$ cat src/rtl/mtm_Alu_pkg.sv
// Shared definitions for the ALU serial link: frame format, state encoding,
// flag/error bit positions and the CRC3 used by both link ends.
package mtm_Alu_pkg;

  typedef enum logic [1:0] {
    S_IDLE,
    S_DATA,
    S_CTL,
    S_ERR
  } state_t;

  localparam logic TYPE_DATA = 1'b0;
  localparam logic TYPE_CMD  = 1'b1;

  localparam int FRAME_BITS  = 11;
  localparam int DATA_FRAMES = 4;
  localparam logic [3:0] LAST_BIT   = 4'(FRAME_BITS - 1);
  localparam logic [1:0] LAST_FRAME = 2'(DATA_FRAMES - 1);

  localparam int FLAG_CARRY = 3;
  localparam int FLAG_OVF   = 2;
  localparam int FLAG_ZERO  = 1;
  localparam int FLAG_NEG   = 0;

  localparam int ERR_DATA = 2;
  localparam int ERR_CRC  = 1;
  localparam int ERR_OP   = 0;

  localparam logic [2:0] CRC3_POLY     = 3'b011;  // x^3 + x + 1, x^3 implicit
  localparam int         CRC_WORD_BITS = 37;

  function automatic logic [2:0] crc3_step(input logic [2:0] crc, input logic din);
    logic       fb;
    logic [2:0] shifted;
    fb      = crc[2] ^ din;
    shifted = {crc[1:0], 1'b0};
    return fb ? (shifted ^ CRC3_POLY) : shifted;
  endfunction

  function automatic logic [2:0] crc3_d37(input logic [CRC_WORD_BITS-1:0] word);
    logic [2:0] crc;
    crc = 3'b000;
    for (int i = CRC_WORD_BITS - 1; i >= 0; i--) begin
      crc = crc3_step(crc, word[i]);
    end
    return crc;
  endfunction

  function automatic logic [7:0] ctl_payload(input logic [3:0] flags, input logic [2:0] crc);
    return {1'b0, flags[FLAG_CARRY], flags[FLAG_OVF], flags[FLAG_ZERO], flags[FLAG_NEG], crc};
  endfunction

  function automatic logic [7:0] err_payload(input logic [2:0] err_flags);
    logic [2:0] e;
    logic [6:0] body;
    e    = {err_flags[ERR_DATA], err_flags[ERR_CRC], err_flags[ERR_OP]};
    body = {1'b1, e, e};
    return {body, ^body};  // trailing bit makes the payload parity even
  endfunction

endpackage

$ cat src/rtl/mtm_Alu_crc3.sv
// Serial CRC3 LFSR, MSB-first, zero initial value, no final XOR.
module mtm_Alu_crc3
  import mtm_Alu_pkg::*;
(
  input  logic       clk,
  input  logic       rst,
  input  logic       clear,
  input  logic       en,
  input  logic       din,
  output logic [2:0] crc
);

  // NOTE: sequential state is always assigned with <= so every register
  // samples the values from before the edge, independent of block order.
  always_ff @(posedge clk) begin
    if (rst || clear) begin
      crc <= 3'b000;
    end else if (en) begin
      crc <= crc3_step(crc, din);
    end
  end

endmodule

$ cat src/rtl/mtm_alu_serializer.sv
// Transmit side of the ALU serial link: sends one result packet (4 DATA
// frames + CMD frame with flags/CRC) or one error frame on sout.
module mtm_alu_serializer
  import mtm_Alu_pkg::*;
(
  input  logic        clk,
  input  logic        rst,
  input  logic        valid,
  input  logic        is_err,
  input  logic [31:0] C,
  input  logic [3:0]  flags,
  input  logic [2:0]  err_flags,
  output logic        ready,
  output logic        sout
);

  localparam logic [5:0] CRC_LAST    = 6'(CRC_WORD_BITS - 1);
  localparam logic [5:0] CRC_IDX_END = 6'(CRC_WORD_BITS);

  state_t      state;
  logic [3:0]  bit_cnt;
  logic [1:0]  frame_cnt;
  logic [5:0]  crc_idx;
  logic [31:0] c_q;
  logic [3:0]  flags_q;
  logic [2:0]  err_q;
  logic        is_err_q;
  logic [9:0]  shreg;

  logic        accept;
  logic        crc_en;
  logic        crc_din;
  logic [2:0]  crc;
  logic [CRC_WORD_BITS-1:0] crc_word;
  logic [7:0]  data_byte;
  logic [9:0]  load_word;

  assign ready  = (state == S_IDLE);
  assign accept = ready && valid;

  // The CRC is fed from the captured fields one bit per cycle during DATA;
  // 37 bits finish well before the CMD frame payload is loaded.
  assign crc_word = {c_q, 1'b0, flags_q};
  assign crc_en   = (state == S_DATA) && (crc_idx < CRC_IDX_END);
  assign crc_din  = crc_word[CRC_LAST - crc_idx];

  mtm_Alu_crc3 u_crc3 (
    .clk   (clk),
    .rst   (rst),
    .clear (accept),
    .en    (crc_en),
    .din   (crc_din),
    .crc   (crc)
  );

  // NOTE: every always_comb output gets a default first so no path leaves it
  // unassigned and no latch is inferred.
  always_comb begin
    data_byte = c_q[7:0];
    case (frame_cnt)
      2'd0:    data_byte = c_q[31:24];
      2'd1:    data_byte = c_q[23:16];
      2'd2:    data_byte = c_q[15:8];
      default: data_byte = c_q[7:0];
    endcase
  end

  // {type, payload, stop}: everything after the start bit of a frame
  always_comb begin
    load_word = {TYPE_DATA, data_byte, 1'b1};
    if (is_err_q) begin
      load_word = {TYPE_CMD, err_payload(err_q), 1'b1};
    end else if (state == S_CTL) begin
      load_word = {TYPE_CMD, ctl_payload(flags_q, crc), 1'b1};
    end
  end

  // bit_cnt names the frame bit currently on sout; the start bit goes out
  // directly, the rest of the frame is loaded from the captured fields.
  always_ff @(posedge clk) begin
    if (rst) begin
      state     <= S_IDLE;
      sout      <= 1'b1;
      bit_cnt   <= '0;
      frame_cnt <= '0;
      crc_idx   <= '0;
      c_q       <= '0;
      flags_q   <= '0;
      err_q     <= '0;
      is_err_q  <= 1'b0;
      shreg     <= '0;
    end else begin
      case (state)
        S_IDLE: begin
          sout <= 1'b1;
          if (valid) begin
            c_q       <= C;
            flags_q   <= flags;
            err_q     <= err_flags;
            is_err_q  <= is_err;
            state     <= is_err ? S_ERR : S_DATA;
            sout      <= 1'b0;
            bit_cnt   <= '0;
            frame_cnt <= '0;
            crc_idx   <= '0;
          end
        end
        default: begin
          if (crc_en) begin
            crc_idx <= crc_idx + 6'd1;
          end
          if (bit_cnt == 4'd0) begin
            sout    <= load_word[9];
            shreg   <= {load_word[8:0], 1'b1};
            bit_cnt <= 4'd1;
          end else if (bit_cnt != LAST_BIT) begin
            sout    <= shreg[9];
            shreg   <= {shreg[8:0], 1'b1};
            bit_cnt <= bit_cnt + 4'd1;
          end else begin
            bit_cnt <= 4'd0;
            if (state == S_DATA && frame_cnt != LAST_FRAME) begin
              frame_cnt <= frame_cnt + 2'd1;
              sout      <= 1'b0;
            end else if (state == S_DATA) begin
              state     <= S_CTL;
              frame_cnt <= '0;
              sout      <= 1'b0;
            end else begin
              state <= S_IDLE;
              sout  <= 1'b1;
            end
          end
        end
      endcase
    end
  end

endmodule

$ cat config.mk
export PLATFORM = sky130hd
export DESIGN_NAME = mtm_alu_serializer
export DESIGN_NICKNAME = d
export VERILOG_FILES = /design/src/rtl/mtm_Alu_pkg.sv /design/src/rtl/mtm_Alu_crc3.sv /design/src/rtl/mtm_alu_serializer.sv
export SDC_FILE = /design/constraint.sdc
export NUM_CORES = 1
export LEC_CHECK = 0
export ABC_CLOCK_PERIOD_IN_PS = 3150
export BUFFER_PORTS_ARGS = -buffer_cell sky130_fd_sc_hd__buf_2
export CAP_MARGIN = 20
export CORE_ASPECT_RATIO = 0.8
export CORE_MARGIN = 2
export CORE_UTILIZATION = 30
export CTS_BUF_LIST = sky130_fd_sc_hd__clkbuf_16
export DETAILED_ROUTE_END_ITERATION = 6
export PLACE_DENSITY = 0.56
export SYNTH_ARGS = -nofsm -noshare
export SYNTH_HDL_FRONTEND = slang
export SYNTH_SLANG_ARGS = --single-unit
$ cat constraint.sdc
create_clock -name clk -period 3.15 [get_ports clk]
set_clock_uncertainty 0.1 [all_clocks]
set_input_delay 0.1575 -clock clk [delete_from_list [all_inputs] [get_ports clk]]
set_output_delay 0.1575 -clock clk [all_outputs]
set_load 0.05 [all_outputs]
==> flow_summary.toml <==
[status]
status = "finished, final reports clean"

[die]
core_area_um2 = 11600
core.rowCount = 35
start_util_pct = 31.1
dieArea_um2 = 12900
die-width_um = 127
die_h_um = 102
io_pins = 45

[synthesis]
synth.ff_latch_count = 68
ys_dominant_reg_cell = "dfxtp_1"
synthArstFlopShare_pct = 0
synth_area_leaders = "dfxtp_1 (38%), nand2_1 (10%), a21oi_1 (9.3%), nor2_1 (4.4%), mux2_2 (3.7%)"
syn_nets = 516
syn_inst = 463
synth_top_area_share_pct = 37.8
netlist_top_cells_count = "nand2_1 (99), dfxtp_1 (68), a21oi_1 (67)"
yosysMostFrequentCell = "nand2_1"
netlist-cell-type-count = 49
synth_area_um2 = 3600
yosysSeqAreaShare_pct = 37.8
synth_top_area_cell = "dfxtp_1"
synth_edf_count = 0
yosysWarnings = 0
syn_avg_cell_area_um2 = 7.79

[flow_run]
maxCapViolations = 0

[hold_path]
hold_path.class = "input pin to flop"
hold_depth = 3
hp-start = "flags[0]"
hold_end = "flags_q[0]"

[cts]
cts.sinks = 68
clock_tree.root_cell = "clkbuf_16"
cts_buffer_depth = 2
clkSlewWorstSetupHoldPaths_ns = 0.06
htreeDepth = 3
cts_tree = "yes"
insertion_delay_ns = 0.34
cts_buffers = 9

[sta]
worst_slew_pin_slew_ns = 0.654
finalSetupViolCount = 0
final_max_slew_viol_count = 0
final.min_clock_period_ns = 2.92
hold_viol = 0
clock.fmax_ghz = 0.342
post-route-period-util_pct = 92.8
setup_tns_ns = 0
rsz0062_at_grt = "no"
max-slew-margin-rel_pct = 56.3

[power]
p_int_uw = 1890
p_total_uw = 2600
p_per_area_nw_per_um2 = 552
p_clk_share_pct = 45.6
peakVddDrop_uv = 276
p_comb_share_pct = 16.8
power_switching_uw = 701
leakagePower_uw = 0.00179
p_seq_share_pct = 37.6
swShare_pct = 27.0

[routing]
dr.pass1.iters = 5
drt_iter0_markers = 248
drc = 0
wl_mm = 10.1
ant_nets = 0
via_per_inst = 5.05
routedWlPerCell_um = 14.8
via_count = 3462

[finish]
multi_input_area_um2 = 2060
drive_gt1_share_pct = 16.4
regArea_um2 = 1360
layout.nets = 586
area_growth_syn_to_layout_pct = 30.5
n_antenna_cell = 0
fin_util_pct = 40.5
fillers = 1171

[global_routing]
antenna_found_initial = 0
grt_start_max_net_pins = 44
grt_usage_pct = 16.1
gr-total-overflow = 0
grt_pass1_vias = 3278
grt_pass1_wl_mm = 16.4

[setup_path]
arrival_ns = 3.04
r2r-end = "u_crc3.crc[0]"
crit_path_start_kind = "flop"
reg2reg_from = "crc_idx[1]"
reg2regPathDepth = 10
cp.required_ns = 3.27
crit_path_end_kind = "flop"
crit_type = "flop to flop"
worstPathMaxFanout = 12
r2r_slack_ns = 0.23

[placed_design]
port_buffers = 44
dp_hpwl_mm = 7.17
gp_congestion = 0.874
-- placed cells by master, fill, tap and decap left out, types with 3 or more instances in the layout --
cell type,netlist,layout
mux2_2,12,12
o211ai_1,6,6
nand2b_1,13,13
a222oi_1,8,8
bufinv_16,0,3
dlygate4sd3_1,0,39
o21ai_0,14,14
clkbuf_16,0,9
buf_2,2,44
inv_1,15,15
nor2_1,42,42
mux2i_1,9,9
nand3_1,9,9
dfxtp_1,68,68
a21oi_1,67,67
xnor2_1,4,4
a311oi_1,6,6
nor3_1,5,5
a21o_1,4,4
ha_1,10,9
buf_4,0,9
xor2_1,3,3
nand2_1,99,99
-- per-layer routing --
| metal | up-vias | wire [um] | global-route usage, % |
|---|---|---|---|
| met4 | 0 | 161 | 5.33 |
| met5 | - | 0 | 0 |
| met3 | 17 | 534 | 4.35 |
| met2 | 92 | 4460 | 25.4 |
| met1 | 1603 | 4960 | 21.6 |
| li1 | 1750 | - | - |
-- power groups by stage --
stage | combinational (uW) | clock [uW] | sequential, uW
global placement | 377 | 0 | 995
global route | 488 | 1240 | 983
CTS | 425 | 1200 | 975
finish | 435 | 1180 | 976
floorplan | 287 | 0 | 973
detailed placement | 386 | 0 | 994
-- sequential cells by signal, indices dropped and copies added (netlist names) --
register and cells:
bit_cnt 4, c_q 32, crc_idx 6, err_q 3, flags_q 4, frame_cnt 2
is_err_q 1, shreg 10, sout 1, state 2, u_crc3.crc 3
-- cells by family after synthesis --
kind of cell    share of synthesized area [%]
simple gates                             21.8
compound gates                           20.9
flops                                    37.8
buf+inv                                  5.52
mux                                      8.23
fa+ha+maj                                3.47
xor+xnor                                 2.36
-- critical path, cell delays in order, from the launching register on --
cell and delay, ns:
dfxtp_1 0.42, inv_1 0.14, ha_4 0.37, buf_4 0.23, mux2_2 0.35, o31ai_1 0.26, nor4_1 0.11, nor4_2 0.36
buf_4 0.18, xor2_1 0.20, o31ai_2 0.08
-- stage by stage --
stage               instance area [um2]  cells  setup WS (ns)  hold WS, ns
finish                             4700    686          0.228       0.0151
detailed placement                 3930    629          0.133        0.304
floorplan                          3600    463          0.574        0.193
CTS                                4670    684         0.0851      0.00729
global placement                   3930    629          0.327        0.300
global route                       4700    686         0.0899       0.0199
-- final cells by class --
type	count	share of cell area, %
Clock buffer	9	4.79
Clock inverter	7	2.63
Inverter	16	1.28
Multi-Input combinational cell	345	43.7
Sequential cell	68	28.9
Tap cell	148	3.94
Timing Repair Buffer	93	14.7
-- worst max path at each step --
stage,start,end,slack [ns],cells after the start
2_1_floorplan,crc_idx[1],u_crc3.crc[1],0.57,10
3_3_place_gp,crc_idx[1],u_crc3.crc[1],0.33,9
3_5_place_dp,crc_idx[1],u_crc3.crc[1],0.13,9
4_1_cts,crc_idx[1],u_crc3.crc[1],0.09,9
5_1_grt,crc_idx[1],u_crc3.crc[0],0.09,10
6_report,crc_idx[1],u_crc3.crc[0],0.23,10
-- repair_timing --
item,CTS,global route
resized for setup,0,2
hold buffers,39,0
setup buffers,0,1
setup endpoints to repair,0,2
hold endpoints to repair,39,0
Power figures use the tool's default switching activity.
